[config.mk]
export PLATFORM = sky130hd
export DESIGN_NAME = fifo_uart_tx
export DESIGN_NICKNAME = d
export VERILOG_FILES = /design/src/rtl/fifo_uart_tx.sv
export SDC_FILE = /design/constraint.sdc
export NUM_CORES = 1
export LEC_CHECK = 0
export BUFFER_PORTS_ARGS = -buffer_cell sky130_fd_sc_hd__clkbuf_2
export CAP_MARGIN = 20
export CORE_MARGIN = 2
export CORE_UTILIZATION = 30
export CTS_BUF_LIST = sky130_fd_sc_hd__clkbuf_2 sky130_fd_sc_hd__clkbuf_4 sky130_fd_sc_hd__clkbuf_8
export DETAILED_ROUTE_END_ITERATION = 12
export HOLD_SLACK_MARGIN = 0.12
export PLACE_DENSITY_LB_ADDON = 0.15
export SLEW_MARGIN = 15
export SYNTH_ARGS = -nofsm -noshare
export SYNTH_HDL_FRONTEND = slang
export SYNTH_SLANG_ARGS = --single-unit
[constraint.sdc]
create_clock -name i_Clock -period 2.05 [get_ports i_Clock]
set_input_delay 0.1025 -clock i_Clock [delete_from_list [all_inputs] [get_ports i_Clock]]
set_output_delay 0.1025 -clock i_Clock [all_outputs]
set_load 0.05 [all_outputs]
[src/rtl/fifo_uart_tx.sv]
// FIFO-draining 8N1 UART transmitter: pops one byte per frame while idle and
// shifts it out LSB first on a registered, idle-high TX line.
module fifo_uart_tx #(
  parameter int unsigned CLKS_PER_BIT = 208
) (
  input  logic       i_Clock,
  input  logic       i_Reset,
  input  logic       i_Data_Empty,
  input  logic [7:0] i_data,
  output logic       o_read_enable,
  output logic       o_tx,
  output logic       o_busy,
  output logic       o_done
);

  localparam int unsigned CNT_W = (CLKS_PER_BIT > 2) ? $clog2(CLKS_PER_BIT) : 1;
  localparam logic [CNT_W-1:0] CNT_MAX = CNT_W'(CLKS_PER_BIT - 1);

  typedef enum logic [2:0] {
    IDLE  = 3'd0,
    READ  = 3'd1,
    LOAD  = 3'd2,
    START = 3'd3,
    DATA  = 3'd4,
    STOP  = 3'd5
  } state_t;

  state_t           state;
  logic [CNT_W-1:0] baud;
  logic [2:0]       bit_idx;
  logic [7:0]       shift;
  logic             bit_end;

  assign bit_end = (baud == CNT_MAX);

  // o_tx is always loaded with the level of the bit about to start, so it
  // never depends combinationally on any input.
  always_ff @(posedge i_Clock) begin
    if (!i_Reset) begin
      state         <= IDLE;
      baud          <= '0;
      bit_idx       <= '0;
      shift         <= '0;
      o_tx          <= 1'b1;
      o_read_enable <= 1'b0;
      o_busy        <= 1'b0;
      o_done        <= 1'b0;
    end else begin
      o_read_enable <= 1'b0;
      o_done        <= 1'b0;
      case (state)
        IDLE: begin
          o_tx <= 1'b1;
          if (!i_Data_Empty) begin
            state         <= READ;
            o_read_enable <= 1'b1;
            o_busy        <= 1'b1;
          end
        end
        READ: begin
          state <= LOAD;
        end
        LOAD: begin
          shift   <= i_data;
          bit_idx <= '0;
          baud    <= '0;
          o_tx    <= 1'b0;
          state   <= START;
        end
        START: begin
          if (bit_end) begin
            baud  <= '0;
            o_tx  <= shift[0];
            state <= DATA;
          end else begin
            baud <= baud + CNT_W'(1);
          end
        end
        DATA: begin
          if (bit_end) begin
            baud    <= '0;
            shift   <= shift >> 1;
            bit_idx <= bit_idx + 3'd1;
            if (bit_idx == 3'd7) begin
              o_tx  <= 1'b1;
              state <= STOP;
            end else begin
              o_tx <= shift[1];
            end
          end else begin
            baud <= baud + CNT_W'(1);
          end
        end
        STOP: begin
          if (bit_end) begin
            baud   <= '0;
            o_done <= 1'b1;
            o_busy <= 1'b0;
            state  <= IDLE;
          end else begin
            baud <= baud + CNT_W'(1);
          end
        end
        default: begin
          state  <= IDLE;
          o_tx   <= 1'b1;
          o_busy <= 1'b0;
        end
      endcase
    end
  end

endmodule
# After elaboration in Yosys (flattened, before gate mapping)
# Index checks and enable logic that the tools add are counted.
[word_totals]
elab_cells = 57
ff_bits = 26
inputBits = 11
output_inout_bits = 4
[op_classes]
n_eq_ne = 12
n_reduce_logical = 12
muxes = 21
add_sub_neg = 2
n_bitwise = 2
[ops]
columns = ["operator", "count"]
rows = [
  ["one-hot mux 8 bit (2 select lines)", 2],
  ["two-way mux 3 bit", 6],
  ["one-hot mux 3 bit (6 select lines)", 1],
  ["two-way mux 8 bit", 2],
  ["inequality test 2 bit (second input constant)", 5],
  ["== test 3 bit (second input constant)", 3],
  ["adder 8 x 1 -> 8 bit (second input constant)", 1],
  ["== test 8 bit (second input constant)", 1],
  ["two-way mux 1 bit", 7],
  ["== test 3 x 2 -> 1 bit (second input constant)", 2],
  ["one-hot mux 3 bit (2 select lines)", 1],
  ["AND reduction 2 bit", 3],
  ["AND reduction 3 bit", 2],
  ["AND reduction 5 bit", 1],
  ["one-hot mux 1 bit (4 select lines)", 1],
  ["nonzero test 2 bit", 2],
  ["OR reduction 4 bit", 1],
  ["adder 3 x 1 -> 3 bit (second input constant)", 1],
  ["== test 3 x 1 -> 1 bit (second input constant)", 1],
  ["zero test 3 bit", 1],
  ["one-hot mux 1 bit (3 select lines)", 1],
  ["OR reduction 3 bit", 1],
  ["NOT 1 bit", 2],
  ["OR reduction 2 bit", 1],
]

# Longest topological paths before layout
# Gate-level depths: netlist (run 1).
[logic_depth]
ltp_word = 4
mapped_depth = 6
ltp_nobuf = 6

# Least setup slack after synthesis (run 1)
# Ideal clock, no wire load.
[synth_timing]
path_kind = "register -> register"
from = "register state[2]"
to = "register shift[5]"
setup_time_ns = 0.079
required_time_ns = 1.971
path_stages_with_launch = 7
slack_ns = 0.394
arrival_time_ns = 1.576
n_path_buf = 2
period_less_slack_ns = 1.656
path_cell_list = "dfxtp_1 or3b_1 buf_6 o32ai_4 buf_6 nor2_1 a211oi_2"
[synth_via]
elab_chain_len = 3
elab_cells_between_ends = 6
classes_between = "eq/ne: 3; mux: 1; reduce/logical: 2"
[synth_rtl]
columns = ["element", "line", "rtl"]
rows = [
  ["start, declared", "28", "state_t state;"],
  ["start signal, assigned", "40", "state <= IDLE;"],
  ["start signal, assigned", "55", "state <= READ;"],
  ["start signal, assigned", "61", "state <= LOAD;"],
  ["== test 3 bit / == test 3 x 2 -> 1 bit (equally long branches)", "51", "case (state)"],
  ["inequality test 2 bit (no line) / nonzero test 2 bit (equally long branches)", "-", ""],
  ["AND reduction 2 bit (no line)", "-", ""],
  ["end signal, assigned", "64", "shift <= i_data;"],
  ["end signal, assigned", "82", "shift <= shift >> 1;"],
  ["end, declared", "31", "logic [7:0] shift;"],
]
# Parallel ways exist; a longest one is shown, timed or not.
# A chain may end at the register's enable or synchronous reset.

# Worst setup path in the final report (run 1)
[layout_timing]
from = "register baud[0]"
to = "register shift[6]"
[layout_via]
elab_chain_len = 3
[layout_rtl]
columns = ["element", "line", "rtl"]
rows = [
  ["start, declared", "29", "logic [CNT_W-1:0] baud;"],
  ["start signal, assigned", "76", "baud <= baud + CNT_W'(1);"],
  ["start signal, assigned", "91", "baud <= baud + CNT_W'(1);"],
  ["start signal, assigned", "101", "baud <= baud + CNT_W'(1);"],
  ["== test 8 bit", "34", "assign bit_end = (baud == CNT_MAX);"],
  ["inequality test 2 bit (no line)", "-", ""],
  ["AND reduction 2 bit (no line)", "-", ""],
]
# No other way between the ends.

==> results of run 1 <==
[registers in the layout (all words and copies together) (netlist names)]
| register | flops |
|---|---|
| bit_idx | 3 |
| shift | 8 |
| baud | 8 |
| o_busy | 1 |
| o_read_enable | 1 |
| state | 3 |
| o_tx | 1 |
| o_done | 1 |
[worst max-delay path, stage by stage, from the launching register on]
cell and delay [ns]:
dfxtp_1 0.39, ha_1 0.23, nand4b_1 0.22, o32ai_4 0.59
nor2_1 0.08, a211oi_1 0.23
[how the worst max path moves through the flow]
stage | endpoint | cells past startpoint | slack (ns)
2_1_floorplan | shift[5] | 6 | 0.39
3_3_place_gp | shift[1] | 4 | 0.29
3_5_place_dp | shift[6] | 5 | 0.25
4_1_cts | shift[6] | 5 | 0.21
5_1_grt | shift[1] | 5 | 0.05
6_report | shift[6] | 5 | 0.22
[layout by cell type, fill, tap and decap left out, types with 3 or more instances in the layout]
cell,n
inv_1,6
o21ai_0,5
buf_4,10
o22ai_1,7
mux2i_1,8
clkbuf_8,4
nor3_1,5
dfxtp_1,26
nand2_1,16
ha_1,3
and3_1,3
nand3_1,3
a21oi_1,6
clkbuf_2,14
nor2_1,14
a211oi_1,6
[layer usage]
metal	GRT usage	vias up
li1	-	609
met1	0.173	550
met2	0.200	33
met3	0.0214	4
met4	0.0629	0
met5	0	-
[logic make-up (layout without fill, tap and decap cells)]
logic type / after synthesis / after routing / share of synthesized area
AOI/OAI and AO/OA: 45 / 45 / 0.255
DFF: 26 / 26 / 0.390
buffers and inverters: 14 / 35 / 0.0506
adders and majority gates: 3 / 3 / 0.0281
xor gates and xnor gates: 2 / 2 / 0.0131
muxes: 8 / 8 / 0.0599
and+or+nand+nor: 55 / 55 / 0.204
[layout make-up]
| cell class | instances | area [µm²] | area share |
|---|---|---|---|
| Multi-Input combinational cell | 113 | 748 | 0.480 |
| Sequential cell | 26 | 520 | 0.334 |
| Timing Repair Buffer | 24 | 145 | 0.0930 |
| Tap cell | 52 | 65.1 | 0.0417 |
| Clock buffer | 4 | 55.1 | 0.0353 |
| Inverter | 7 | 26.3 | 0.0168 |
[power by group through the flow]
stage	Clock, mW	Combinational (mW)	Sequential (mW)
4_1_cts	0.358	0.169	0.544
3_3_place_gp	0	0.166	0.554
5_1_grt	0.376	0.187	0.546
3_5_place_dp	0	0.168	0.555
6_report	0.351	0.168	0.543
2_1_floorplan	0	0.0924	0.582
==> metrics.yaml, run 1 <==
status: "complete, no violations"
maxCapViolations: 0
finalClockSkew_ns: 0.00592
vdd_drop_max_mv: 0.294
synth_top_area_share: 0.390
cts_buffers: 3
htreeDepth: 1
dp_hpwl_um: 2290
p_total_mw: 1.06
comb_power_share: 0.158
hold_viol_final: 0
relSlewSlack: 0.569
cts_sinks: 26
finalMaxSlewViolations: 0
regToRegEndpoint: "shift[6]"
synth_fp_nets: 167
yosys_warnings: 0
fillerInstances: 470
endpoint_kind: "flop"
grt_first_pass_wirelength_um: 5140
cts_tree: "yes"
worstHoldStart: "i_Data_Empty"
final_cells: 226
initial_core_util: 0.309
vias: 1196
place_ws_ns: 0.248
met3_length_um: 147
drtAntennaViolNets: 0
cts_buffer_depth: 2
swShare: 0.277
cp.required_ns: 2.25
drive_above_1_share: 0.172
synthCells: 153
synth_top_area_cell: "dfxtp_1"
drt_iter0_markers: 71
grt_pass1_vias: 1115
layout_setup_ws_ns: 0.220
synth_cell_types: 45
hold_ws_ns: 0.140
dp.cells: 222
startpoint: "baud[0]"
gp_congestion: 0.776
die_x_um: 70.7
fin_util: 0.361
synthArstFlopShare: 0
grt_antenna_before_repair: 0
io_pins: 15
setup_tns_ns: 0
port_buffers: 14
regToRegSetupSlack_ns: 0.22
vias_per_cell: 5.29
dr_wl_met2_um: 1380
syn_avg_cell_area_um2: 8.73
ys_ff_latch: 26
fin_nets: 189
setup_viol: 0
antennaDiodeCount: 0
max_freq_mhz: 546
yosysMostFrequentCell: "dfxtp_1"
fp-row-count: 24
design_area_um2: 1560
post_cts_buffers: 0
hold_class: "input pin to flop"
finalCritPeriodShare: 0.893
crit_fanout: 15
p_per_area_nw_per_um2: 681
p_clk_frac: 0.331
syn_to_final_growth_pct: 16.8
netlist_top_cells_area: "dfxtp_1 (39%), mux2i_1 (6.0%), nand2_1 (4.5%), nor2_1 (3.9%), a211oi_1 (3.4%)"
rsz0062_at_grt: "no"
hold_end: "state[0]"
worstMarginPinSlew_ns: 0.641
clk_pin_slew_ns: 0.10
cts_hold_buf: 0
maxUsedRoutingLayer: "met4"
grtUsageTotal: 0.129
wire_per_inst_um: 13.4
post-route-min-period_ns: 1.83
coreArea_um2: 4320
ys.flop_type: "dfxtp_1"
grt_start_max_net_pins: 16
arrival_ns: 2.03
clk_latency_ns: 0.28
p_leak_nw: 0.632
cts_resized: 0
drc: 0
power_frac_seq: 0.511
r2r-start: "baud[0]"
synthTopCellsByCount: "dfxtp_1 (26), nand2_1 (16), nor2_1 (14), mux2i_1 (8), o22ai_1 (7)"
p_sw_mw: 0.294
internal_power_mw: 0.767
ctsRootBufferMaster: "clkbuf_8"
critPathLaunchType: "flop"
path_class: "flop to flop"
synthesis.area_um2: 1340
synth_edf_count: 0
reg2reg_depth: 5
die_h_um: 70.7
dpl-instance-area_um2: 1510
dr.pass1.iters: 4
yosysSeqAreaShare: 0.390
die-area_um2: 5000
finalWirelength_um: 3030
min_delay_path_depth: 3
wirelength_met1_um: 1450
overflow: 0
(Power assumes the default switching activity.)
==> run 2, diff against run 1 <==
Settings changed: BUFFER_PORTS_ARGS -buffer_cell sky130_fd_sc_hd__clkbuf_2 to unset, DONT_BUFFER_PORTS set to 1.
==> metrics.yaml, run 2 (synthesis gave the netlist of run 1 again) <==
clk_pin_slew_ns: 0.09  # about the same
fp-row-count: 24  # unchanged
drt_iter0_markers: 38  # -46%
fin_util: 0.370  # +0.00897
arrival_ns: 2.06  # +0.03 ns
grt_start_max_net_pins: 17  # +1
cp.required_ns: 2.26  # about the same
cts_tree: "yes"
finalWirelength_um: 3230  # +6.4%
htreeDepth: 1  # unchanged
vias_per_cell: 5.44  # +2.8%
wire_per_inst_um: 14.6  # +8.8%
grtUsageTotal: 0.138  # +0.00912
p_leak_nw: 0.619  # -2.1%
cts_buffer_depth: 2  # unchanged
grt_pass1_vias: 1162  # +4.2%
finalClockSkew_ns: 0.00830  # +0.00239 ns
path_class: "input pin to flop"
cts_sinks: 26  # unchanged
place_ws_ns: 0.244  # -0.00460 ns
cts_resized: 0  # unchanged
overflow: 0  # unchanged
die_x_um: 70.7  # unchanged
grt_first_pass_wirelength_um: 5490  # +6.7%
dp_hpwl_um: 2240  # -2.1%
endpoint_kind: "flop"
setup_viol: 0  # unchanged
hold_viol_final: 0  # unchanged
antennaDiodeCount: 0  # unchanged
fin_nets: 184  # -2.6%
gp_congestion: 0.797  # +2.6%
rsz0062_at_grt: "no"
io_pins: 15  # unchanged
ctsRootBufferMaster: "clkbuf_8"
dpl-instance-area_um2: 1430  # -5.2%
hold_class: "input pin to flop"
finalCritPeriodShare: 0.905  # +0.0124
cts_buffers: 3  # unchanged
design_area_um2: 1600  # +2.5%
maxCapViolations: 0  # unchanged
cts_hold_buf: 10  # +10
largestRegisters: "baud (8), shift (8)"
coreArea_um2: 4320  # unchanged
max_freq_mhz: 539  # -1.4%
grt_antenna_before_repair: 0  # unchanged
final_cell_mix: "dfxtp_1 (26), nand2_1 (16), nor2_1 (14), dlygate4sd3_1 (10), buf_4 (9)"
drc: 0  # unchanged
dr.pass1.iters: 5  # +1
status: "complete, no violations"
post_cts_buffers: 0  # unchanged
p_per_area_nw_per_um2: 716  # +5.3%
vdd_drop_max_mv: 0.279  # -5.1%
initial_core_util: 0.309  # unchanged
finalMaxSlewViolations: 0  # unchanged
port_buffers: 0  # -14
critPathLaunchType: "input pin"
crit_fanout: 10  # -5
worstMarginPinSlew_ns: 0.647  # +0.00557 ns
die_h_um: 70.7  # unchanged
layout_setup_ws_ns: 0.194  # -0.0254 ns
syn_to_final_growth_pct: 19.7
post-route-min-period_ns: 1.86  # +0.0254 ns
relSlewSlack: 0.565  # -0.00374
die-area_um2: 5000  # unchanged
setup_tns_ns: 0  # unchanged
drtAntennaViolNets: 0  # unchanged
mostFrequentLayoutCell: "dfxtp_1"
clk_latency_ns: 0.28  # about the same
p_total_mw: 1.15  # +7.9%
vias: 1202  # +0.50%
drive_above_1_share: 0.0888  # -0.0837
run 2: worst max-delay path, cell delays in order:
cell and delay (ns):
dlygate4sd3_1 0.79, clkinv_1 0.29, nor3_1 0.61, a21oi_1 0.08, o22ai_1 0.18
run 2: final timing paths:
check | from | endpoint | slack, ns | depth (start not counted)
max reg2reg | baud[0] | shift[5] | 0.24 | 5
min | i_data[5] | shift[5] | 0.14 | 2
min reg2reg | bit_idx[1] | bit_idx[1] | 0.48 | 2
max | i_Reset | baud[2] | 0.19 | 5
run 2: cell type report:
type,count,area (µm²)
tap,52,65.1
clock buffer,3,41.3
timing repair buffer,19,168
sequential,26,520
multi-input combinational,113,748
clock inverter,1,30.0
inverter,7,26.3
fill,460,2730
run 2: layer usage:
| metal | vias to the layer above | wire length [µm] | GRT usage |
|---|---|---|---|
| met5 | - | 0 | 0 |
| met4 | 0 | 40 | 0.0545 |
| met3 | 5 | 119 | 0.0285 |
| met2 | 25 | 1520 | 0.229 |
| met1 | 570 | 1550 | 0.175 |
| li1 | 602 | - | - |
run 2: metrics by stage:
| step | cells | hold slack [ns] |
|---|---|---|
| 6_report | 221 | 0.144 |
| 5_1_grt | 221 | 0.162 |
| 4_1_cts | 221 | 0.143 |
| 3_5_place_dp | 207 | 0.233 |
| 3_3_place_gp | 207 | 0.232 |
| 2_1_floorplan | 153 | 0.306 |
run 2: where the power goes:
group	switching, mW	leakage, nW	internal, mW	total (mW)
Clock	0.176	0.0357	0.262	0.438
Combinational	0.0743	0.372	0.0635	0.138
Sequential	0.0402	0.212	0.530	0.570
==> run 3, diff against run 2 <==
==> constraint.sdc (replaced) <==
create_clock -name i_Clock -period 2.05 [get_ports i_Clock]
set_input_delay 0.1025 -clock i_Clock [delete_from_list [all_inputs] [get_ports i_Clock]]
set_output_delay 0.1025 -clock i_Clock [all_outputs]
set_load 0.1 [all_outputs]
==> metrics.yaml, run 3 (synthesis gave the netlist of run 1 again) <==
p_per_area_nw_per_um2: 666  # -7.0%
hold_class: "input pin to flop"
antennaDiodeCount: 0  # unchanged
max_freq_mhz: 554  # +2.8%
maxCapViolations: 0  # unchanged
cts_resized: 0  # unchanged
grt_first_pass_wirelength_um: 5460  # -0.38%
clk_pin_slew_ns: 0.09  # about the same
rsz0062_at_grt: "no"
syn_to_final_growth_pct: 21.4
cp.required_ns: 2.24  # -0.02 ns
finalClockSkew_ns: 0.00131  # -0.00699 ns
cts_sinks: 26  # unchanged
regToRegEndpoint: "shift[2]"
status: "complete, no violations"
swShare: 0.283  # +0.0296
post-route-min-period_ns: 1.81  # -0.0499 ns
cts_buffers: 3  # unchanged
io_pins: 15  # unchanged
gp_congestion: 0.793  # -0.49%
fin_nets: 189  # +2.7%
overflow: 0  # unchanged
fp-row-count: 24  # unchanged
critPathLaunchType: "flop"
relSlewSlack: 0.598  # +0.0321
grt_start_max_net_pins: 17  # unchanged
finalCritPeriodShare: 0.881  # -0.0243
p_clk_frac: 0.309  # -0.073
worstHoldStart: "i_Reset"
power_frac_seq: 0.502  # +0.004
setup_tns_ns: 0  # unchanged
die_x_um: 70.7  # unchanged
fillerInstances: 481  # +4.6%
drive_above_1_share: 0.109  # +0.0204
initial_core_util: 0.309  # unchanged
cts_buffer_depth: 2  # unchanged
fin_util: 0.375  # +0.00550
arrival_ns: 1.99  # -0.07 ns
grt_pass1_vias: 1203  # +3.5%
htreeDepth: 1  # unchanged
setup_viol: 0  # unchanged
drc: 0  # unchanged
dr.pass1.iters: 4  # -1
comb_power_share: 0.189  # +0.069
path_class: "flop to flop"
vias_per_cell: 5.29  # -2.7%
crit_fanout: 15  # +5
vias: 1196  # -0.50%
grtUsageTotal: 0.135  # -0.00295
endpoint_kind: "flop"
drt_iter0_markers: 57  # +50%
p_total_mw: 1.08  # -5.6%
internal_power_mw: 0.775  # -9.4%
reg2reg_depth: 5  # unchanged
p_leak_nw: 0.637  # +2.9%
largestRegisters: "baud (8), shift (8)"
p_sw_mw: 0.306  # +5.4%
finalMaxSlewViolations: 0  # unchanged
port_buffers: 0  # unchanged
hold_end: "o_tx"
die-area_um2: 5000  # unchanged
r2r-start: "baud[0]"
coreArea_um2: 4320  # unchanged
hold_ws_ns: 0.149  # +0.00480 ns
finalWirelength_um: 3130  # -2.9%
hold_viol_final: 0  # unchanged
min_delay_path_depth: 3  # +1
die_h_um: 70.7  # unchanged
worstMarginPinSlew_ns: 0.599  # -0.0477 ns
final_cell_mix: "dfxtp_1 (26), nand2_1 (16), nor2_1 (14), buf_4 (13), dlygate4sd3_1 (11)"
dp_hpwl_um: 2280  # +2.1%
ctsRootBufferMaster: "clkbuf_8"
vdd_drop_max_mv: 0.283  # +1.7%
mostFrequentLayoutCell: "dfxtp_1"
cts_tree: "yes"
regToRegSetupSlack_ns: 0.24  # about the same
post_cts_buffers: 0  # unchanged
wire_per_inst_um: 13.9  # -5.1%
clk_latency_ns: 0.27  # about the same
grt_antenna_before_repair: 0  # unchanged
drtAntennaViolNets: 0  # unchanged
run 3: changes by cell type in the layout (fill, tap and decap cells not counted), sizes merged:
cell         before  now
dlygate4sd3      10   11
buf               9   13
bufinv            1    0
clkbuf            3    4
run 3: worst max path at each step:
stage / start / end / cells past startpoint
finish: baud[0] / shift[2] / 5
global route: baud[0] / shift[4] / 5
floorplan: state[2] / shift[5] / 6
CTS: baud[0] / shift[6] / 5
detailed placement: baud[0] / shift[5] / 5
global placement: baud[0] / shift[6] / 5
run 3: cell type report:
| class | count | area, µm² | area share |
|---|---|---|---|
| flip-flops and latches | 26 | 520 | 0.321 |
| clock buffers | 4 | 55.1 | 0.0339 |
| repair buffers | 24 | 208 | 0.128 |
| well taps | 52 | 65.1 | 0.0401 |
| multi-input cells | 113 | 748 | 0.461 |
| inverters | 7 | 26.3 | 0.0162 |
run 3: metal layers:
layer / GRT usage / vias to the layer above / wire (µm)
met5: 0 / - / 0
met1: 0.166 / 557 / 1500
met4: 0.0524 / 0 / 66
met2: 0.235 / 20 / 1460
met3: 0.0228 / 6 / 105
li1: - / 613 / -
run 3: worst max-delay path, stage by stage, from the launching register on:
cell	delay, ns
dfxtp_1	0.39
ha_1	0.25
nand4b_1	0.23
o32ai_4	0.55
nor2_1	0.09
a211oi_1	0.22
run 3: stage by stage:
stage,setup WS (ns),area (µm²),instances
floorplan,0.394,1340,153
global placement,0.302,1460,211
detailed placement,0.206,1460,211
CTS,0.195,1620,226
global route,0.0208,1620,226
finish,0.244,1620,226
run 3: power by group through the flow:
stage	combinational, mW	sequential [mW]	clock [mW]
4_1_cts	0.206	0.543	0.348
6_report	0.205	0.543	0.334
2_1_floorplan	0.0925	0.610	0
5_1_grt	0.224	0.546	0.372
3_3_place_gp	0.181	0.554	0
3_5_place_dp	0.186	0.555	0
run 3: repair_timing:
action                                  4_1_cts  5_1_grt
endpoints found under the setup margin        0        3
endpoints found under the hold margin        17        0
hold buffers                                 11        0
